**src/rtl/pkt_stream_arbiter_pkg.sv**
```systemverilog
`default_nettype none
// ============================================================================
//  Module      : pkt_stream_arbiter_pkg
//  Description : Shared definitions for the packet stream arbiter slice.
//                - arb_state_t : two-state arbiter FSM encoding
//                                (ST_IDLE = 1'b0, ST_BUSY = 1'b1)
//                - idx_w()     : width of a port index for a given port count
//  Revision    : 1.0  initial release
// ============================================================================
package pkt_stream_arbiter_pkg;

    typedef enum logic [0:0] {
        ST_IDLE = 1'b0,
        ST_BUSY = 1'b1
    } arb_state_t;

    // A single port still needs a one-bit index so vectors never collapse to [-1:0].
    function automatic int idx_w(input int n);
        return (n < 2) ? 1 : $clog2(n);
    endfunction

endpackage
`default_nettype wire

```
**src/rtl/pkt_stream_arbiter_if.sv**
```systemverilog
`default_nettype none
// ============================================================================
//  Module      : pkt_stream_arbiter_if
//  Description : Bundle of N_PORTS upstream AXI-Stream ports plus the single
//                downstream stream towards the packet processor.
//                Modports:
//                  master : arbiter side (drives s_tready and all m_* except m_tready)
//                  slave  : environment side (drives s_tvalid/tdata/tlast/meta, m_tready)
//                Signals:
//                  s_tvalid/s_tlast [N_PORTS], s_tdata [N_PORTS*DATA_W],
//                  s_meta [N_PORTS*META_W], s_tready [N_PORTS],
//                  m_tvalid, m_tdata, m_tlast, m_tready, m_meta, m_meta_valid,
//                  m_port [idx_w(N_PORTS)],
//                  pkt_cnt [N_PORTS*CNT_W] (only with PKT_STATS_EN defined)
//  Revision    : 1.0  initial release
// ============================================================================
interface pkt_stream_arbiter_if #(
    parameter int N_PORTS = 4,
    parameter int DATA_W  = 64,
    parameter int META_W  = 32
`ifdef PKT_STATS_EN
  , parameter int CNT_W   = 32
`endif
) ();
    import pkt_stream_arbiter_pkg::*;

    localparam int c_IDX_W = idx_w(N_PORTS);

    logic [N_PORTS-1:0]        s_tvalid;
    logic [N_PORTS*DATA_W-1:0] s_tdata;
    logic [N_PORTS-1:0]        s_tlast;
    logic [N_PORTS*META_W-1:0] s_meta;
    logic [N_PORTS-1:0]        s_tready;

    logic                      m_tvalid;
    logic [DATA_W-1:0]         m_tdata;
    logic                      m_tlast;
    logic                      m_tready;
    logic [META_W-1:0]         m_meta;
    logic                      m_meta_valid;
    logic [c_IDX_W-1:0]        m_port;
`ifdef PKT_STATS_EN
    logic [N_PORTS*CNT_W-1:0]  pkt_cnt;
`endif

    modport master (
        input  s_tvalid, s_tdata, s_tlast, s_meta, m_tready,
`ifdef PKT_STATS_EN
        output pkt_cnt,
`endif
        output s_tready, m_tvalid, m_tdata, m_tlast, m_meta, m_meta_valid, m_port
    );

    modport slave (
        output s_tvalid, s_tdata, s_tlast, s_meta, m_tready,
`ifdef PKT_STATS_EN
        input  pkt_cnt,
`endif
        input  s_tready, m_tvalid, m_tdata, m_tlast, m_meta, m_meta_valid, m_port
    );

endinterface
`default_nettype wire

```
**src/rtl/pkt_stream_arbiter_rr_pick.sv**
```systemverilog
`default_nettype none
// ============================================================================
//  Module      : rr_pick
//  Description : Combinational rotate-priority encoder. Scans
//                last_g+1, last_g+2, ... modulo N_PORTS and returns the first
//                asserted request. last_g itself has the lowest priority.
//  Ports       : req    [N_PORTS] in  request vector
//                last_g [IDX]     in  previously served index
//                any              out at least one request asserted
//                sel    [IDX]     out selected index (0 when any=0)
//  Revision    : 1.0  initial release
// ============================================================================
module rr_pick
    import pkt_stream_arbiter_pkg::*;
#(
    parameter int N_PORTS = 4
) (
    input  logic [N_PORTS-1:0]          req,
    input  logic [idx_w(N_PORTS)-1:0]   last_g,
    output logic                        any,
    output logic [idx_w(N_PORTS)-1:0]   sel
);

    localparam int c_IDX_W = idx_w(N_PORTS);

    // One extra bit so last_g + offset never overflows before the wrap.
    logic [c_IDX_W:0] w_pos;

    // Offsets are visited from farthest to nearest so the nearest requester
    // after last_g is the final (winning) assignment.
    always_comb begin
        any   = 1'b0;
        sel   = '0;
        w_pos = '0;
        for (int k = N_PORTS; k >= 1; k--) begin
            w_pos = {1'b0, last_g} + (c_IDX_W+1)'(k);
            if (w_pos >= (c_IDX_W+1)'(N_PORTS)) begin
                w_pos = w_pos - (c_IDX_W+1)'(N_PORTS);
            end
            for (int p = 0; p < N_PORTS; p++) begin
                if (req[p] && (w_pos == (c_IDX_W+1)'(p))) begin
                    any = 1'b1;
                    sel = c_IDX_W'(p);
                end
            end
        end
    end

endmodule
`default_nettype wire

```
**src/rtl/pkt_stream_arbiter.sv**
```systemverilog
`default_nettype none
// ============================================================================
//  Module      : pkt_stream_arbiter
//  Description : Packet-level round-robin arbiter sharing one AXI-Stream
//                output between N_PORTS sources. A grant is held from the
//                first beat to the tlast beat, so packets never interleave.
//                m_meta_valid pulses on each packet's first handshake.
//  Ports       : clk, rst (synchronous, active-high)
//                bus : pkt_stream_arbiter_if.master (see interface header)
//  Config      : PKT_STATS_EN - when defined, per-port CNT_W packet counters
//                on bus.pkt_cnt, wrapping, cleared only by rst.
//  Revision    : 1.0  initial release
// ============================================================================
module pkt_stream_arbiter
    import pkt_stream_arbiter_pkg::*;
#(
    parameter int N_PORTS = 4,
    parameter int DATA_W  = 64,
    parameter int META_W  = 32
`ifdef PKT_STATS_EN
  , parameter int CNT_W   = 32
`endif
) (
    input  logic                 clk,
    input  logic                 rst,
    pkt_stream_arbiter_if.master bus
);

    localparam int c_IDX_W = idx_w(N_PORTS);

    arb_state_t          r_state;
    logic [c_IDX_W-1:0]  r_grant;
    logic [c_IDX_W-1:0]  r_last_g;
    logic                r_sop;

    logic                w_any;
    logic [c_IDX_W-1:0]  w_sel;
    logic                w_tvalid;
    logic [DATA_W-1:0]   w_tdata;
    logic                w_tlast;
    logic [META_W-1:0]   w_meta;
    logic [N_PORTS-1:0]  w_s_tready;
    logic                w_hs;
    logic                w_eop;

    rr_pick #(
        .N_PORTS (N_PORTS)
    ) u_rr_pick (
        .req    (bus.s_tvalid),
        .last_g (r_last_g),
        .any    (w_any),
        .sel    (w_sel)
    );

    // Granted-port passthrough; everything reads as zero while idle.
    always_comb begin
        w_tvalid   = 1'b0;
        w_tdata    = '0;
        w_tlast    = 1'b0;
        w_meta     = '0;
        w_s_tready = '0;
        if (r_state == ST_BUSY) begin
            for (int i = 0; i < N_PORTS; i++) begin
                if (r_grant == c_IDX_W'(i)) begin
                    w_tvalid      = bus.s_tvalid[i];
                    w_tdata       = bus.s_tdata[i*DATA_W +: DATA_W];
                    w_tlast       = bus.s_tlast[i];
                    w_meta        = bus.s_meta[i*META_W +: META_W];
                    w_s_tready[i] = bus.m_tready;
                end
            end
        end
    end

    assign w_hs  = w_tvalid & bus.m_tready;
    assign w_eop = w_hs & w_tlast;

    assign bus.m_tvalid     = w_tvalid;
    assign bus.m_tdata      = w_tdata;
    assign bus.m_tlast      = w_tlast;
    assign bus.m_meta       = w_meta;
    assign bus.s_tready     = w_s_tready;
    assign bus.m_meta_valid = r_sop & w_hs;
    assign bus.m_port       = r_grant;

    // Arbitration takes the idle cycle; r_grant is kept after the packet so
    // m_port still reports the last winner while idle.
    always_ff @(posedge clk) begin
        if (rst) begin
            r_state  <= ST_IDLE;
            r_grant  <= '0;
            r_last_g <= c_IDX_W'(N_PORTS - 1);
            r_sop    <= 1'b0;
        end else begin
            case (r_state)
                ST_IDLE: begin
                    if (w_any) begin
                        r_grant <= w_sel;
                        r_sop   <= 1'b1;
                        r_state <= ST_BUSY;
                    end
                end
                ST_BUSY: begin
                    if (w_hs) begin
                        r_sop <= 1'b0;
                    end
                    if (w_eop) begin
                        r_last_g <= r_grant;
                        r_state  <= ST_IDLE;
                    end
                end
                default: begin
                    r_state <= ST_IDLE;
                end
            endcase
        end
    end

`ifdef PKT_STATS_EN
    for (genvar gi = 0; gi < N_PORTS; gi++) begin : g_pkt_cnt
        logic [CNT_W-1:0] r_cnt;

        always_ff @(posedge clk) begin
            if (rst) begin
                r_cnt <= '0;
            end else if (w_eop && (r_grant == c_IDX_W'(gi))) begin
                r_cnt <= r_cnt + CNT_W'(1);
            end
        end

        assign bus.pkt_cnt[gi*CNT_W +: CNT_W] = r_cnt;
    end
`endif

endmodule
`default_nettype wire

```
**src/flat_wrapper.sv**
```systemverilog
// flat-port wrapper written by rule: the top's interface ports become plain ports
module pkt_stream_arbiter_flat import pkt_stream_arbiter_pkg::*;
#(
    parameter int N_PORTS = 4,
    parameter int DATA_W  = 64,
    parameter int META_W  = 32

)
  (clk, rst, bus_s_tvalid, bus_s_tdata, bus_s_tlast, bus_s_meta, bus_m_tready, bus_s_tready, bus_m_tvalid, bus_m_tdata, bus_m_tlast, bus_m_meta, bus_m_meta_valid, bus_m_port);
  pkt_stream_arbiter_if #(.N_PORTS(N_PORTS), .DATA_W(DATA_W), .META_W(META_W)) bus_i ();
  input  logic clk;
  input  logic rst;
  input wire logic [$bits(bus_i.s_tvalid)-1:0] bus_s_tvalid;
  input wire logic [$bits(bus_i.s_tdata)-1:0] bus_s_tdata;
  input wire logic [$bits(bus_i.s_tlast)-1:0] bus_s_tlast;
  input wire logic [$bits(bus_i.s_meta)-1:0] bus_s_meta;
  input wire logic [$bits(bus_i.m_tready)-1:0] bus_m_tready;
  output wire logic [$bits(bus_i.s_tready)-1:0] bus_s_tready;
  output wire logic [$bits(bus_i.m_tvalid)-1:0] bus_m_tvalid;
  output wire logic [$bits(bus_i.m_tdata)-1:0] bus_m_tdata;
  output wire logic [$bits(bus_i.m_tlast)-1:0] bus_m_tlast;
  output wire logic [$bits(bus_i.m_meta)-1:0] bus_m_meta;
  output wire logic [$bits(bus_i.m_meta_valid)-1:0] bus_m_meta_valid;
  output wire logic [$bits(bus_i.m_port)-1:0] bus_m_port;
  assign bus_i.s_tvalid = bus_s_tvalid;
  assign bus_i.s_tdata = bus_s_tdata;
  assign bus_i.s_tlast = bus_s_tlast;
  assign bus_i.s_meta = bus_s_meta;
  assign bus_i.m_tready = bus_m_tready;
  assign bus_s_tready = bus_i.s_tready;
  assign bus_m_tvalid = bus_i.m_tvalid;
  assign bus_m_tdata = bus_i.m_tdata;
  assign bus_m_tlast = bus_i.m_tlast;
  assign bus_m_meta = bus_i.m_meta;
  assign bus_m_meta_valid = bus_i.m_meta_valid;
  assign bus_m_port = bus_i.m_port;
  pkt_stream_arbiter #(.N_PORTS(N_PORTS), .DATA_W(DATA_W), .META_W(META_W)) u_core (.clk(clk), .rst(rst), .bus(bus_i));
endmodule
```
**config.mk**
```make
export PLATFORM = sky130hd
export DESIGN_NAME = pkt_stream_arbiter_flat
export DESIGN_NICKNAME = d
export VERILOG_FILES = /design/src/rtl/pkt_stream_arbiter_pkg.sv /design/src/rtl/pkt_stream_arbiter_if.sv /design/src/rtl/pkt_stream_arbiter_rr_pick.sv /design/src/rtl/pkt_stream_arbiter.sv /design/src/flat_wrapper.sv
export SDC_FILE = /design/constraint.sdc
export NUM_CORES = 1
export LEC_CHECK = 0
export CORE_AREA = 2 2 193 195
export CTS_BUF_LIST = sky130_fd_sc_hd__clkbuf_8
export DETAILED_ROUTE_END_ITERATION = 12
export DIE_AREA = 0 0 195 197
export PLACE_DENSITY = 0.48
export RECOVER_POWER = 25
export SLEW_MARGIN = 0
export SYNTH_ARGS = -nofsm -noshare
export SYNTH_HDL_FRONTEND = slang
export SYNTH_SLANG_ARGS = --single-unit
```
**constraint.sdc**
```tcl
create_clock -name clk -period 3.9 [get_ports clk]
set_input_delay 0.39 -clock clk [delete_from_list [all_inputs] [get_ports clk]]
set_output_delay 0.39 -clock clk [all_outputs]
set_load 0.05 [all_outputs]
```
==> results.md <==
* Status: finished, final reports clean
* Share of cells above drive strength 1 at 0.143
* Hold path start: u_core.r_sop
* Pre-Repair DR Iteration Count at 4
* DR WL/cell at 18.9 um
* Final ANT Viol Nets at 0
* CTS tree: done
* Worst skew pair latency at 0.22 ns
* Syn Inst Count at 284
* Peak supply drop at 0.131 mV
* Placed instance area at 8870 um^2
* Crit start category: flop
* Max Freq at 0.305 GHz
* Reg2reg start: u_core.bus.m_port[1]
* Initial antenna violation count at 1
* CORE AREA at 36300 um^2
* Setup CP Type: reg -> out
* Placed Cells at 1220
* CTS sink count at 6
* Die area at 38400 um^2
* CTS Buf Count at 3
* Routability cong. at 0.797
* Netlist cell types at 27
* Crit path time final at 3.28 ns
* R2r setup slk at 1.89 ns
* Layout Skew at 0.00348 ns
* Total GRT Usage at 0.112
* Site Rows at 70
* FF-to-FF path depth at 4
* DP HPWL at 20.1 mm
* Final Cell Area at 8920 um^2
* Final setup fails at 0
* # port buffers at 499
* WHS Path Cells at 2
* Final WS setup at 0.619 ns
* Starting Density at 0.0938
* Post-route DRC at 0
* Antenna Cells at 0
* Worst-path clk slew at 0.04 ns
* Clk buf depth at 2
* Unrepaired setup endpoints after global routing: no
* Post-CTS Resized at 0
* Post-Syn Area at 3400 um^2
* Crit Path Max Fanout at 37
* Slew headroom at 0.341
* CTS root buf: clkbuf_8
* Setup Buffers After CTS at 0
* CP Capture Type: output port
* Crit path DAT at 2.89 ns
* First-pass GRT wire length at 32.6 mm
* Final core occ at 0.246
* Yosys Warn Count at 0
* Synth area leader: mux4_2
* Vias per cell at 3.68
* I/O pins at 500
* Detailed Route WL at 23.1 mm
* TNS Setup at 0 ns
* Leakage at 2.99 nW
* CP Data Required Time at 3.51 ns
* Largest net degree at the start of global routing at 62
* Worst R2R End: u_core.r_last_g[1]
* Syn_nets at 679
* Syn-to-layout area delta at 162%
* Hold/Removal Path Class: reg -> reg
* Final period utilization at 0.841
* Slew Limit Fails at 0
* H-tree levels at 1
* Grt total ovfl at 0
* Slew at the pin closest to its max-slew limit at 0.988 ns
* Post-synthesis sequential area ratio at 0.0353
* Final hold vios at 0
* Worst slack at placement at 0.900 ns
* Hold endpoint: u_core.r_sop
* Flops & latches, synth at 6
* Max cap viols at 0
* Die Ht at 197 um
* Post-CTS Hold Buffers at 0
* Post-Layout Cell Count at 1224
* Share of the synthesized area in the top cell type at 0.636
* Synthesized area per cell at 12.0 um^2
* Drt initial violations at 81
* PD cells at 234 nW/um^2
* Chip width at 195 um
* Vias in the first global route at 4851
* Synth top area cells: mux4_2 64%, and2_1 18%, dfxtp_1 3.5%
* # nets final at 1152
* Vias post-DR at 4500
==> how the worst max path moves through the flow <==
stage	start	endpoint	slack, ns	depth (start not counted)
finish	u_core.bus.m_port[1]	bus_m_meta[12]	0.62	4
global route	u_core.bus.m_port[1]	bus_m_meta[12]	0.47	4
global placement	u_core.bus.m_port[0]	bus_m_tdata[63]	0.89	4
CTS	u_core.bus.m_port[0]	bus_m_tdata[32]	0.66	4
floorplan	u_core.bus.m_port[0]	bus_m_meta_valid	1.08	5
detailed placement	u_core.bus.m_port[0]	bus_m_tdata[30]	0.90	4
==> cells in the final DEF (no fill, tap or decap) <==
cell and instances:
clkdlybuf4s50_1 477, mux4_2 96, and2_1 96, dlygate4sd3_1 22, nor2_1 13, mux2i_1 7, nand2_1 5, buf_12 5
inv_1 3, nand2b_1 3, o22ai_1 3, clkbuf_8 3, dfxtp_1 3, and3_1 2, nor2b_1 2, a21oi_1 2
a211oi_1 2, dfxtp_4 2, nand3b_1 1, nand3_1 1, and2_0 1, a21o_1 1, o21a_1 1, o21ai_0 1
a311oi_1 1, a22oi_1 1, o221a_2 1, dfxtp_2 1
==> kinds of logic (layout without fill, tap and decap cells) <==
| logic type | count (synthesis) | after routing | share of synthesized area |
|---|---|---|---|
| compound gates | 13 | 13 | 0.0268 |
| buf+inv | 38 | 510 | 0.0666 |
| flops | 6 | 6 | 0.0353 |
| mux | 103 | 103 | 0.656 |
| simple gates | 124 | 124 | 0.215 |
==> cell type report <==
cell class | instances | area [um^2]
multi-input cells | 240 | 3050
inverters | 2 | 7.51
clock inverters | 1 | 3.75
repair buffers | 504 | 5090
well taps | 468 | 586
clock buffers | 3 | 41.3
fillers | 3901 | 27300
flip-flops and latches | 6 | 129
==> state kept, by name, indices dropped and copies added (netlist names) <==
signal / flops
u_core.bus.m_port: 2
u_core.r_last_g: 2
u_core.r_sop: 1
u_core.r_state: 1
==> Yosys cell counts (all sizes together) <==
cell	number
nor2b	2
o21a	1
mux2i	7
inv	2
nand3b	1
dfxtp	6
buf	25
mux4	96
o221a	1
a21o	1
a22oi	1
a21oi	2
a211oi	2
nand2	5
nand3	1
clkbuf	11
and2	97
a311oi	1
nor2	13
o22ai	3
and3	2
o21ai	1
nand2b	3
==> metrics by stage <==
stage / hold WS, ns / total power [mW]
final: 0.505 / 2.08
after global routing: 0.524 / 2.20
after CTS: 0.505 / 2.13
after detailed placement: 0.500 / 2.02
after global placement: 0.500 / 2.02
after floorplan: 0.474 / 1.21
==> critical path: stages, from the launching register on <==
cell and delay (ns):
dfxtp_2 0.97, buf_12 0.33, mux4_2 0.39, and2_1 0.18, clkdlybuf4s50_1 0.74
==> per-layer routing <==
| metal | track usage | wire length (um) | up-vias |
|---|---|---|---|
| li1 | - | - | 2082 |
| met1 | 0.143 | 9590 | 2163 |
| met2 | 0.199 | 11500 | 247 |
| met3 | 0.0311 | 1920 | 6 |
| met4 | 0.00311 | 70 | 2 |
| met5 | 0 | 14 | - |
==> power breakdown <==
part	switching, mW	internal (mW)
registers	0.0576	0.0698
logic	0.915	0.947
clock network	0.0261	0.0675
total	0.999	1.08
Power figures use the tool's default switching activity.
